[src/rtl/pipe_ctrl.sv]
// pipe_ctrl: pipeline stall/flush controller.
//  - Combines single-cycle stall requests from pipeline stages with a
//    multi-cycle (mul/div) stall FSM into one stall mask.
//  - Exceptions/redirects produce a registered one-cycle flush pulse and
//    redirect PC, and cancel any multi-cycle operation in flight.
//  - Optional feature macro: STALL_PERF_EN adds stall_cycles and flush_count
//    performance counters.
module pipe_ctrl #(
    parameter int                 STALL_W   = 6,
    parameter int                 REQ_N     = 2,
    parameter logic [4*REQ_N-1:0] REQ_STAGE = {4'd4, 4'd2},
    parameter int                 MC_STAGE  = 4
) (
    input  logic               clk,
    input  logic               resetn,
    input  logic [REQ_N-1:0]   stallreq,
    input  logic               mc_start,
    input  logic [7:0]         mc_cycles,
    input  logic               excp_req,
    input  logic [31:0]        excp_pc,
    output logic [STALL_W-1:0] stall,
    output logic               flush,
    output logic [31:0]        new_pc,
    output logic               mc_done
`ifdef STALL_PERF_EN
    ,
    output logic [31:0]        stall_cycles,
    output logic [15:0]        flush_count
`endif
);

    // Mask that freezes stage s and every earlier stage (bit 0 is the PC).
    // Stages beyond the bus width saturate to all ones.
    function automatic logic [STALL_W-1:0] mask_of(input int s);
        logic [STALL_W-1:0] m;
        m = '0;
        for (int k = 0; k < STALL_W; k++) begin
            if (k <= s) begin
                m[k] = 1'b1;
            end
        end
        return m;
    endfunction

    localparam logic [STALL_W-1:0] MC_MASK = mask_of(MC_STAGE);

    typedef enum logic [1:0] {
        IDLE = 2'd0,
        BUSY = 2'd1,
        DONE = 2'd2
    } mc_state_t;

    mc_state_t          state_reg;
    mc_state_t          state_next;
    logic [7:0]         cnt_reg;
    logic [7:0]         cnt_next;
    logic               flush_reg;
    logic [31:0]        new_pc_reg;
    logic               mc_stall;
    logic               mc_done_next;
    logic [STALL_W-1:0] stall_raw;
    logic [STALL_W-1:0] req_mask [REQ_N];

    // Per-source mask, only contributing while that source is requesting.
    generate
        for (genvar gi = 0; gi < REQ_N; gi++) begin : g_req
            assign req_mask[gi] = stallreq[gi]
                                ? mask_of(int'(REQ_STAGE[gi*4 +: 4]))
                                : '0;
        end
    endgenerate

    // Multi-cycle FSM next state; an exception overrides everything and
    // abandons the operation without a completion pulse.
    always_comb begin
        state_next   = state_reg;
        cnt_next     = cnt_reg;
        mc_stall     = 1'b0;
        mc_done_next = 1'b0;
        case (state_reg)
            IDLE: begin
                if (mc_start && !excp_req) begin
                    // The start cycle itself is the first stalled cycle.
                    mc_stall = 1'b1;
                    if (mc_cycles <= 8'd1) begin
                        state_next = DONE;
                        cnt_next   = 8'd0;
                    end else begin
                        state_next = BUSY;
                        cnt_next   = mc_cycles - 8'd1;
                    end
                end
            end
            BUSY: begin
                mc_stall = 1'b1;
                if (cnt_reg <= 8'd1) begin
                    state_next = DONE;
                    cnt_next   = 8'd0;
                end else begin
                    cnt_next = cnt_reg - 8'd1;
                end
            end
            DONE: begin
                mc_done_next = 1'b1;
                state_next   = IDLE;
            end
            default: begin
                state_next = IDLE;
                cnt_next   = 8'd0;
            end
        endcase
        if (excp_req) begin
            state_next = IDLE;
            cnt_next   = 8'd0;
        end
    end

    // FSM state and down-counter registers.
    always_ff @(posedge clk or negedge resetn) begin
        if (!resetn) begin
            state_reg <= IDLE;
            cnt_reg   <= 8'd0;
        end else begin
            state_reg <= state_next;
            cnt_reg   <= cnt_next;
        end
    end

    // Flush pulse follows excp_req by one cycle; redirect PC holds otherwise.
    always_ff @(posedge clk or negedge resetn) begin
        if (!resetn) begin
            flush_reg  <= 1'b0;
            new_pc_reg <= 32'h0;
        end else begin
            flush_reg <= excp_req;
            if (excp_req) begin
                new_pc_reg <= excp_pc;
            end
        end
    end

    // Stall mask: OR of all active requests, killed during reset or flush.
    always_comb begin
        stall_raw = mc_stall ? MC_MASK : '0;
        for (int i = 0; i < REQ_N; i++) begin
            stall_raw = stall_raw | req_mask[i];
        end
        stall = (!resetn || flush_reg) ? '0 : stall_raw;
    end

    assign flush   = flush_reg;
    assign new_pc  = new_pc_reg;
    assign mc_done = mc_done_next;

`ifdef STALL_PERF_EN
    logic [31:0] stall_cycles_reg;
    logic [15:0] flush_count_reg;

    // Free-running, wrapping performance counters.
    always_ff @(posedge clk or negedge resetn) begin
        if (!resetn) begin
            stall_cycles_reg <= 32'd0;
            flush_count_reg  <= 16'd0;
        end else begin
            if (stall != '0) begin
                stall_cycles_reg <= stall_cycles_reg + 32'd1;
            end
            if (excp_req) begin
                flush_count_reg <= flush_count_reg + 16'd1;
            end
        end
    end

    assign stall_cycles = stall_cycles_reg;
    assign flush_count  = flush_count_reg;
`endif

endmodule

[config.mk]
export PLATFORM = sky130hd
export DESIGN_NAME = pipe_ctrl
export DESIGN_NICKNAME = d
export VERILOG_FILES = /design/src/rtl/pipe_ctrl.sv
export SDC_FILE = /design/constraint.sdc
export NUM_CORES = 1
export LEC_CHECK = 0
export CELL_PAD_IN_SITES_DETAIL_PLACEMENT = 1
export CELL_PAD_IN_SITES_GLOBAL_PLACEMENT = 1
export CORE_MARGIN = 2
export CORE_UTILIZATION = 33
export DETAILED_ROUTE_END_ITERATION = 7
export PLACE_DENSITY_LB_ADDON = 0.08
export SYNTH_ARGS = -nofsm -noshare
export SYNTH_HDL_FRONTEND = slang
export SYNTH_SLANG_ARGS = --single-unit
[constraint.sdc]
create_clock -name clk -period 2.7 [get_ports clk]
set_input_delay 0.54 -clock clk [delete_from_list [all_inputs] [get_ports clk]]
set_output_delay 0.54 -clock clk [all_outputs]
set_load 0.02 [all_outputs]
==> results.txt, run 1 <==
* Leak Pwr: 0.00133 uW
- Startpoint type of the worst setup path: input pin
* YS warnings: 0
* Setup repair after global routing missed its margin: false
- Proportion of synthesized flip-flops having asynchronous set or reset: 1.00
- Critical path data arrival time: 1.92 ns
- The library cell used most frequently in the layout, excluding fill and tap cells, is sky130_fd_sc_hd__clkdlybuf4s50_1.
- After detailed routing, the average wire length per cell comes to 16.0 um.
- Hold Path Class: input pin to async pin
* Area share of the leading cell type in the synthesized netlist: 0.508
- Overall die area: 7080 um^2
- CTS built an H-tree with a depth of 2.
- Total of buffers placed on input and output ports: 84
- Net switching component of the power: 627 uW
- For the worst setup path, the data required time is 2.16 ns.
- Routability-driven placement finished with a final weighted congestion of 0.782.
- Flip-flop count of the largest register after layout: 32
- For this design, the sink count on the clock tree is 43.
- Clock power share: 0.213
- IR analysis of the VDD net gives a maximum drop of 0.000346 V.
* Via/cell ratio: 5.00
- Post-Synthesis Net Count: 224
- The worst setup path is captured at a primary output.
* Pwr per Cell Area: 602 nW/um^2
- The HPWL after detailed placement is 4080 um.
- Power comes to 1890 uW.
- Setup violations remaining at the end of the flow were counted as 0.
* Util after Layout: 0.501
- The worst setup path is of the input pin to primary output kind.
- 86 I/O pins were placed.
* Cell chosen for the clock root: sky130_fd_sc_hd__clkbuf_8
* Residual antenna-violating net count after detailed routing: 0
- Initial antenna violation count: 1
- Status: finished clean
* Cells after Synth: 174
- The detailed router finished its first iteration with 58 violations.
- Clock-pin slew on the worst setup and hold paths: 0.09 ns
* Distinct cell type count after synthesis: 42
* CTS tree: yes
- The repair_antennas step left the layout with diodes totalling 0.
- From left edge to right edge, the die measures 84.1 um.
- For the finished layout, the period the worst path requires is 2.46 ns.
- Synthesis inferred 43 register bits.
- In the layout the commonest cells are sky130_fd_sc_hd__clkdlybuf4s50_1, sky130_fd_sc_hd__dfrtp_1, sky130_fd_sc_hd__mux2_2.
- The first detailed-routing pass took 4 iterations.
- Largest net degree at the start of global routing: 44
- Final setup margin: 0.243 ns
- Crit path max fanout: 3
* Int Pwr: 1260 uW
* Total congestion overflow: 0
- Nets@finish: 313
- Clk_lat worst skew: 0.29 ns
- Of the cells placed in the final design, the portion with a size suffix greater than 1 is 0.201.
* Count of final max-slew check failures: 0
* Row count: 29
* EDFF count, synth: 0
* Sequential group share of total power: 0.425
* Largest clock skew in the final design: 0.00713 ns
- Worst slack at placement: -0.0967 ns
* # Max-Cap Violations: 0
- Aggregate routed wire length: 5470 um
- Cell type contributing the most total cell area after synthesis: sky130_fd_sc_hd__dfrtp_1
* Filler cells: 679
* Via count of the first global-routing pass: 1,836
- For the pin with the worst max-slew slack, the measured transition is 0.623 ns.
* Fraction of the cycle the final worst path needs: 0.910
- Share of the yosys chip area belonging to registers: 0.508
- Maximum achievable frequency: 407 MHz
* Combinational share of power: 0.362
- In the routed design, unresolved DRC markers number 0.
- The number of clock buffers added by TritonCTS is 5.
- By area the synthesized netlist is led by sky130_fd_sc_hd__dfrtp_1, sky130_fd_sc_hd__mux2_2, sky130_fd_sc_hd__o41ai_4.
- First-pass GRT wire length: 9140 um
* Vertical die dimension: 84.1 um
- Most frequently used flop master after synthesis: sky130_fd_sc_hd__dfrtp_1
* Area of the core: 6280 um^2
* Number of vias after detailed routing: 1,705
- Switching fraction of total power: 0.332
- A synthesized cell averages 12.2 um^2.
- From synthesis to final layout, the design area changed by 48.4%.
- For this configuration, the core starts out at a cell density of 0.337.
- Overall track demand over capacity in global routing: 0.161
* Slew headroom: 0.580
* Final hold vios: 0
- Area of the mapped netlist: 2120 um^2
- Number of hold-repair buffers added at the cts stage: 0
- The clock passes through at most 2 buffers.
power by group through the flow:
stage | combinational, uW | clock [uW] | sequential (uW)
after floorplan | 358 | 0 | 855
after global placement | 688 | 0 | 813
after detailed placement | 692 | 0 | 818
after CTS | 693 | 425 | 805
after global routing | 747 | 443 | 820
final | 684 | 403 | 804
worst paths after layout:
| path | from | slack (ns) | cells after the start | end |
|---|---|---|---|---|
| max | excp_req | 0.24 | 6 | stall[1] |
| min | resetn | 0.34 | 2 | state_reg[1] |
| max reg2reg | cnt_reg[4] | 0.52 | 4 | cnt_reg[2] |
| min reg2reg | new_pc[30] | 0.51 | 1 | new_pc[30] |
| max in group asynchronous | resetn | 1.96 | 2 | new_pc[2] |
| min in group clk | new_pc[30] | 0.51 | 1 | new_pc[30] |
per-layer routing:
metal / GRT usage / up-vias / routed length [um]
li1: - / 806 / -
met1: 0.199 / 846 / 2270
met5: 0 / - / 20
met4: 0.0396 / 2 / 41
met2: 0.273 / 45 / 2830
met3: 0.0544 / 6 / 306
through the flow:
step / cell area, um^2 / std cells / hold slack, ns / setup TNS [ns]
2_1_floorplan: 2120 / 174 / 0.244 / 0
3_3_place_gp: 3060 / 333 / 0.489 / 0
3_5_place_dp: 3060 / 333 / 0.495 / -0.260
4_1_cts: 3140 / 341 / 0.360 / 0
5_1_grt: 3140 / 341 / 0.386 / 0
6_report: 3140 / 341 / 0.337 / 0
critical path, cell delays in order:
cell and delay, ns:
sky130_fd_sc_hd__clkdlybuf4s50_1 0.43, sky130_fd_sc_hd__nand2b_1 0.15, sky130_fd_sc_hd__a21oi_1 0.21, sky130_fd_sc_hd__nor3_1 0.08, sky130_fd_sc_hd__nor2_1 0.15, sky130_fd_sc_hd__dlygate4sd2_1 0.36
final cells by class:
type	instances	area, um^2	share of cell area
clock buffers	6	72.6	0.0231
repair buffers	92	897	0.285
multi-input cells	113	960	0.305
inverters	8	30.0	0.00955
well taps	77	96.3	0.0306
clock inverters	2	12.5	0.00398
flip-flops and latches	43	1080	0.342
cell usage after synthesis (all sizes together), types with 3 or more instances:
library cell / count
o31ai: 3
mux2: 32
clkbuf: 5
nand2b: 4
a22o: 3
buf: 5
nand2: 4
ha: 4
dfrtp: 43
o22ai: 3
o41ai: 3
nor3: 6
nor3b: 3
inv: 8
nor2: 12
xnor2: 4
what timing repair did:
action | in CTS | in global routing
buffers inserted | 0 | 0
setup endpoints to repair | 3 | 2
gates resized for setup | 3 | 2
pin swaps | 0 | 0
kinds of logic after synthesis:
| kind of cell | count (synthesis) | share of synthesized area |
|---|---|---|
| muxes | 33 | 0.175 |
| and+or+nand+nor | 40 | 0.103 |
| AOI/OAI and AO/OA | 29 | 0.125 |
| DFF | 43 | 0.508 |
| xor gates and xnor gates | 6 | 0.0248 |
| buffers and inverters | 18 | 0.0390 |
| other | 1 | 0.00177 |
| adders and majority gates | 4 | 0.0236 |
(Power assumes the default switching activity.)
==> inputs of run 2 (changes only) <==
SETUP_SLACK_MARGIN = 0.4   (was unset)
==> run 2 against run 1 <==
  * Critical path depth stayed put
  * Largest cell class unchanged
  * Combinational power is 1% higher
  * Total power is 0.40% higher
  * First-iteration DRC count is 3.4% lower
  * Sequential share of layout area is 0.081 points lower
  * Worst setup slack better by 0.23 ns
  * Design area is 0.24% higher
==> results.txt, run 2 (synthesized netlist as in run 1, its figures left out) <==
- The flow ran to the end, and the final reports show no timing, DRC or antenna violations.
- DRC violation total after the first TritonRoute iteration: 56 (-3.4%)
- Util after Layout: 0.502 (+0.00120)
- The count of buffer and inverter cells on the critical path came to 2 (unchanged).
- The placed cell area is 3060 um^2 (unchanged).
* Cell chosen for the clock root: sky130_fd_sc_hd__clkbuf_8
- Number of hold-repair buffers added at the cts stage: 0 (unchanged)
- The CTS buffer count came to 5 (unchanged).
- The top-level port count is 86 (unchanged).
- The final max-slew violation count was 0 (unchanged).
* Maximum level of the CTS H-tree: 2 (unchanged)
- The number of vias in the routed layout is 1,699 (-0.35%).
* Worst path max stage delay: 0.44 ns (about the same)
* Final Instance Count excl. Fillers: 341 (unchanged)
* Startpoint type of the worst setup path: input pin
* Type of the setup path with the least slack: input pin to primary output
- Sequential group share of total power: 0.424 (about the same)
* Largest clock skew in the final design: 0.00687 ns (-0.000262 ns)
- HPWL after detailed placement: 4080 um (unchanged)
- # Max-Cap Violations: 0 (unchanged)
* Critical path data arrival time: 1.69 ns (-0.23 ns)
* Row count: 29 (unchanged)
* Largest net degree at the start of global routing: 44 (unchanged)
- Top Family by Delay on Critical Path: buffers and inverters
- Clock-pin slew on the worst setup and hold paths: 0.09 ns (about the same)
* Flop2flop setup slack: 0.52 ns (about the same)
- Number of cells after detailed placement: 333 (unchanged)
- The switching power total was 632 uW (+0.78%).
- Slew headroom: 0.578 (-0.00237)
- On the critical path, the stage with the largest delay is an instance of sky130_fd_sc_hd__clkdlybuf4s50_1.
* Most common library cell in the layout ignoring fill and taps: sky130_fd_sc_hd__clkdlybuf4s50_1
* Leading cell types in the layout, fill and taps excluded: sky130_fd_sc_hd__clkdlybuf4s50_1, sky130_fd_sc_hd__dfrtp_1, sky130_fd_sc_hd__mux2_2
- Final routed wire length divided by cell count: 16.2 um (+0.73%)
* Via count of the first global-routing pass: 1,845 (+0.49%)
* Area of the core: 6280 um^2 (unchanged)
* Final-report setup violation count: 0 (unchanged)
- Total congestion overflow: 0 (unchanged)
* Clk_lat worst skew: 0.29 ns (about the same)
- The number of fill cells came to 680 (+0.15%).
* First-pass GRT wire length: 9150 um (+0.15%)
* TritonCTS Sinks: 43 (unchanged)
- The residual DRC count is 0 (unchanged).
- Overall track demand over capacity in global routing: 0.162 (+0.000207)
* Series of cell instances along the critical path: clkdlybuf4s50_1 > nand2b_4 > a21oi_4 > nor3_2 > nor2_1 > buf_2
- Tracing the worst setup path back leads to its startpoint at excp_req.
- Via/cell ratio: 4.98 (-0.35%)
- CTS tree: yes
- Final hold vios: 0 (unchanged)
- The die extent in y came to 84.1 um (unchanged).
- Flip-flop count of the largest register after layout: 32 (unchanged)
- Hold Path Class: input pin to async pin
- The ratio of cells with drive above 1 in the final layout was 0.235 (+0.0341).
- Final design area excluding fillers: 3150 um^2 (+0.24%)
* Worst path depth: 6 (unchanged)
- Combinational share of power: 0.364 (+0.002)
- Total of buffers placed on input and output ports: 84 (unchanged)
* Largest buffer count on any clock path: 2 (unchanged)
- The switching portion of total power was 0.333 (+0.00125).
- The worst setup path is captured at a primary output.
* CP Capture Point: stall[0]
- The initial antenna violation count was 1 (unchanged).
* Residual antenna-violating net count after detailed routing: 0 (unchanged)
* Overall die area: 7080 um^2 (unchanged)
- FF-to-FF End: cnt_reg[2]
- Int Pwr: 1270 uW (+0.22%)
* Fraction of the cycle the final worst path needs: 0.826 (-0.0842)
- The final weighted congestion in routability-driven placement is 0.782 (unchanged).
- Worst-margin pin slew: 0.627 ns (+0.00351 ns)
- Pwr per Cell Area: 603 nW/um^2 (+0.16%)
- Relative to the synthesized area, the layout overhead comes to 48.8%.
- Leak Pwr: 0.00131 uW (-1.1%)
* Worst EP required: 2.16 ns (about the same)
- Clock power share: 0.212 (about the same)
* Crit path max fanout: 3 (unchanged)
- First-pass iteration count of the detailed router: 4 (unchanged)
- The final net count is 313 (unchanged).
- The sum of negative setup slack is 0 ns (unchanged).
* Min Tclk post-route: 2.23 ns (-0.227 ns)
* Antenna diode count: 0 (unchanged)
- The starting density of the core came to 0.337 (unchanged).
- Die Span X: 84.1 um (unchanged)
* Startpoint of the most critical register-to-register path: cnt_reg[4]
- Aggregate routed wire length: 5510 um (+0.73%)
- Setup repair after global routing could not meet its margin everywhere.
- The length in cells of the worst reg-to-reg path is 4 (unchanged).
- The maximum resistive drop on vdd was 0.000346 V (about the same).
- The maximum clock frequency came to 449 MHz (+10%).
[run 2: area by class of cell]
type	instances	area (um^2)	share of cell area
flip-flops and latches	43	1080	0.341
inverters	8	30.0	0.00953
clock inverters	2	12.5	0.00397
well taps	77	96.3	0.0306
repair buffers	92	876	0.278
clock buffers	6	72.6	0.0230
multi-input cells	113	988	0.314
[run 2: what timing repair did]
action	4_1_cts	5_1_grt
pin swaps	1	2
setup buffers	0	0
setup endpoints to repair	5	4
gates resized for setup	21	6
[run 2: stage by stage]
| step | hold WS [ns] | worst slack (ns) | power [uW] |
|---|---|---|---|
| floorplan | 0.244 | 0.491 | 1210 |
| global placement | 0.489 | 0.0384 | 1500 |
| detailed placement | 0.495 | -0.0967 | 1510 |
| CTS | 0.360 | 0.402 | 1920 |
| global route | 0.386 | 0.390 | 2020 |
| finish | 0.334 | 0.471 | 1900 |
[run 2: power groups by stage]
stage	Combinational, uW	Clock (uW)	Sequential, uW
floorplan	358	0	855
global placement	688	0	813
detailed placement	692	0	818
CTS	692	425	806
global route	754	443	821
finish	691	403	805
[run 2: worst min path at each step]
| stage | startpoint | to | slack [ns] | depth (start not counted) |
|---|---|---|---|---|
| detailed placement | new_pc[30] | new_pc[30] | 0.49 | 1 |
| global placement | new_pc[6] | new_pc[6] | 0.49 | 1 |
| finish | resetn | state_reg[1] | 0.33 | 2 |
| CTS | resetn | state_reg[1] | 0.36 | 2 |
| global route | resetn | flush | 0.39 | 2 |
| floorplan | resetn | cnt_reg[0] | 0.24 | 0 |
[run 2: worst reg2reg max path, cell delays in order, from the launching register on]
cell                       delay, ns
sky130_fd_sc_hd__dfrtp_1        0.45
sky130_fd_sc_hd__or4_4          0.59
sky130_fd_sc_hd__o41ai_4        0.60
sky130_fd_sc_hd__o211ai_1       0.18
sky130_fd_sc_hd__a22o_1         0.25
[run 2: metal layers]
metal  wire length [um]  global-route usage  up-vias
met5                 20                   0        -
met4                 41              0.0396        2
met3                293              0.0544        6
met2               2860               0.273       39
met1               2300               0.199      849
li1                   -                   -      803
==> inputs of run 3 (changes only) <==
clock period = 2.2 ns   (was 2.7 ns; I/O delays follow)
==> run 3 against run 2 <==
  * Die area is the same
  * Total power up 33%
  * Via count grew 5.3%
  * Core utilization increased by 4.1 points
  * Clock power grew 32%
  * Register-to-register slack got worse by 0.16 ns
  * Worst setup slack worse by 0.11 ns
==> results.txt, run 3 (synthesized netlist as in run 1, its figures left out) <==
- Status: finished clean
- Worst Setup End Kind: flip-flop
* Total of buffers placed on input and output ports: 84 (unchanged)
- IO Pins: 86 (unchanged)
- The maximum root-to-sink buffer count was 2 (unchanged).
- The HPWL after detailed placement came to 4220 um (+3.6%).
- Via count of the first global-routing pass: 1,879 (+1.8%)
* Vertical die dimension: 84.1 um (unchanged)
- From synthesis to final layout, the design area changed by 61.1%.
- The number of max-cap violations was 0 (unchanged).
* TritonCTS Sinks: 43 (unchanged)
- The signal on the critical path passes through or4_4 > o41ai_4 > buf_4 > o211ai_1 > a22o_1.
* Largest net degree at the start of global routing: 44 (unchanged)
- The maximum resistive drop on vdd came to 0.000435 V (+26%).
* Number of cells after detailed placement: 349 (+4.8%)
* Nets@finish: 336 (+7.3%)
* Type of the setup path with the least slack: flip-flop to flip-flop
- The initial antenna violation count was 0 (-1).
* Final Instance Count excl. Fillers: 364 (+6.7%)
- The number of nets with antenna violations after detailed routing came to 0 (unchanged).
- Highest-delay cell along the critical path: sky130_fd_sc_hd__or4_4
* Final hold vios: 0 (unchanged)
- First-pass iteration count of the detailed router: 3 (-1)
- Clock-pin slew on the worst setup and hold paths: 0.08 ns (about the same)
- The number of endpoints failing setup at the final stage came to 0 (unchanged).
- The starting density of the core was 0.337 (unchanged).
* DRC: 0 (unchanged)
- In the finished design, the share of the clock period the worst path needs comes to 0.837.
- Die Span X: 84.1 um (unchanged)
* Overall die area: 7080 um^2 (unchanged)
- The post-detailed-routing wire length is 5750 um (+4.3%).
* Crit path max fanout: 3 (unchanged)
* Final design area excluding fillers: 3410 um^2 (+8.3%)
* Share of cells above drive strength 1: 0.380 (+0.145)
- In this run the worst hold path is classified as input pin to async pin.
* Leading cell types in the layout, fill and taps excluded: sky130_fd_sc_hd__clkdlybuf4s50_1, sky130_fd_sc_hd__dfrtp_1, sky130_fd_sc_hd__mux2_2
* Count of final max-slew check failures: 0 (unchanged)
* Pwr per Cell Area: 742 nW/um^2 (+23%)
- Broken down by cell family, the worst path's largest delay share belongs to compound AO/OA/AOI/OAI gates.
* Worst EP required: 2.38 ns (+0.22 ns)
* Maximum achievable frequency: 543 MHz
* Leak Pwr: 0.00146 uW (+11%)
* Most common library cell in the layout ignoring fill and taps: sky130_fd_sc_hd__clkdlybuf4s50_1
* Number of buffers and inverters on the critical path: 1 (-1)
- DRC violation total after the first TritonRoute iteration: 85 (+52%)
- CTS tree: yes
* Critical path data arrival time: 2.02 ns (+0.33 ns)
* Slew headroom: 0.620 (+0.0420)
- Worst-margin pin slew: 0.567 ns (-0.0595 ns)
* Final routed wire length divided by cell count: 15.8 um (-2.3%)
- The placeable core region is 6280 um^2 (unchanged).
- The aggregate global routing overflow is 0 (unchanged).
- The antenna diode count was 0 (unchanged).
- The number of flip-flops under the largest register name came to 32 (unchanged).
- The number of vias in the routed layout came to 1,789 (+5.3%).
- The global-route wire length before repair came to 9470 um (+3.5%).
- Final total negative setup slack: 0 ns (unchanged)
- The clock latency on the worst-skew pair is 0.29 ns (about the same).
* Placed cell areas: 3190 um^2 (+4.5%)
- Row count: 29 (unchanged)
- Setup repair after global routing could not meet its margin everywhere.
* Min Tclk post-route: 1.84 ns
* Largest clock skew in the final design: 0.00347 ns (-0.00340 ns)
- Number of buffers created by CTS: 5 (unchanged)
- The number of fill cells came to 681 (+0.15%).
* Maximum level of the CTS H-tree: 2 (unchanged)
- The number of buffers added to fix hold violations after cts came to 0 (unchanged).
- Startpoint type of the worst setup path: flip-flop
- The total power after layout was 2530 uW (+33%).
* Worst path max stage delay: 0.56 ns (+0.12 ns)
* Global placement routability congestion: 0.781 (-0.15%)
- The detail-routed via count per cell is 4.91 (-1.4%).
- The aggregate global-route resource usage was 0.168 (+0.00608).
- The tree is rooted in a sky130_fd_sc_hd__clkbuf_8.
-- run 3: report_power, final --
| group | leakage, uW | switching, uW | total [uW] | internal, uW |
|---|---|---|---|---|
| registers | 0.000516 | 85.0 | 977 | 892 |
| clock network | 0.0000484 | 276 | 533 | 258 |
| logic | 0.000892 | 471 | 1020 | 551 |
| total | 0.00146 | 832 | 2530 | 1700 |
-- run 3: final timing paths --
path                            start            to  slack [ns]  depth (start not counted)
setup / recovery           cnt_reg[6]    cnt_reg[2]        0.36                          5
max in group asynchronous      resetn    cnt_reg[3]        1.52                          2
hold / removal                 resetn     new_pc[1]        0.28                          2
min in group clk             excp_req  state_reg[0]        0.45                          3
hold reg to reg            new_pc[20]    new_pc[20]        0.51                          1
setup reg to reg           cnt_reg[6]    cnt_reg[2]        0.36                          5
-- run 3: per-layer routing --
metal / GRT usage / vias to the layer above / part of all wire
li1: - / 844 / -
met5: 0 / - / 0
met3: 0.0524 / 2 / 0.058
met2: 0.283 / 51 / 0.51
met1: 0.211 / 892 / 0.43
met4: 0.0396 / 0 / 0.0042
-- run 3: stage by stage --
step / hold WS [ns] / setup WS [ns] / util
2_1_floorplan: 0.144 / 0.310 / -
3_3_place_gp: 0.488 / -0.212 / 0.509
3_5_place_dp: 0.496 / -0.239 / 0.509
4_1_cts: 0.304 / 0.351 / 0.533
5_1_grt: 0.318 / 0.324 / 0.544
6_report: 0.278 / 0.359 / 0.544
-- run 3: layout make-up --
class | instances | area (um^2) | area share
clock inverter | 1 | 8.76 | 0.00257
inverter | 8 | 30.0 | 0.00880
sequential | 43 | 1080 | 0.316
multi-input combinational | 113 | 1070 | 0.314
timing repair buffer | 115 | 1040 | 0.305
clock buffer | 7 | 86.3 | 0.0253
tap | 77 | 96.3 | 0.0282
-- run 3: timing repair --
item,CTS,global route
setup buffers,4,3
endpoints found under the setup margin,16,14
endpoints found under the hold margin,0,0
gates cloned,0,0
gates resized for setup,42,28
pin swaps,7,6
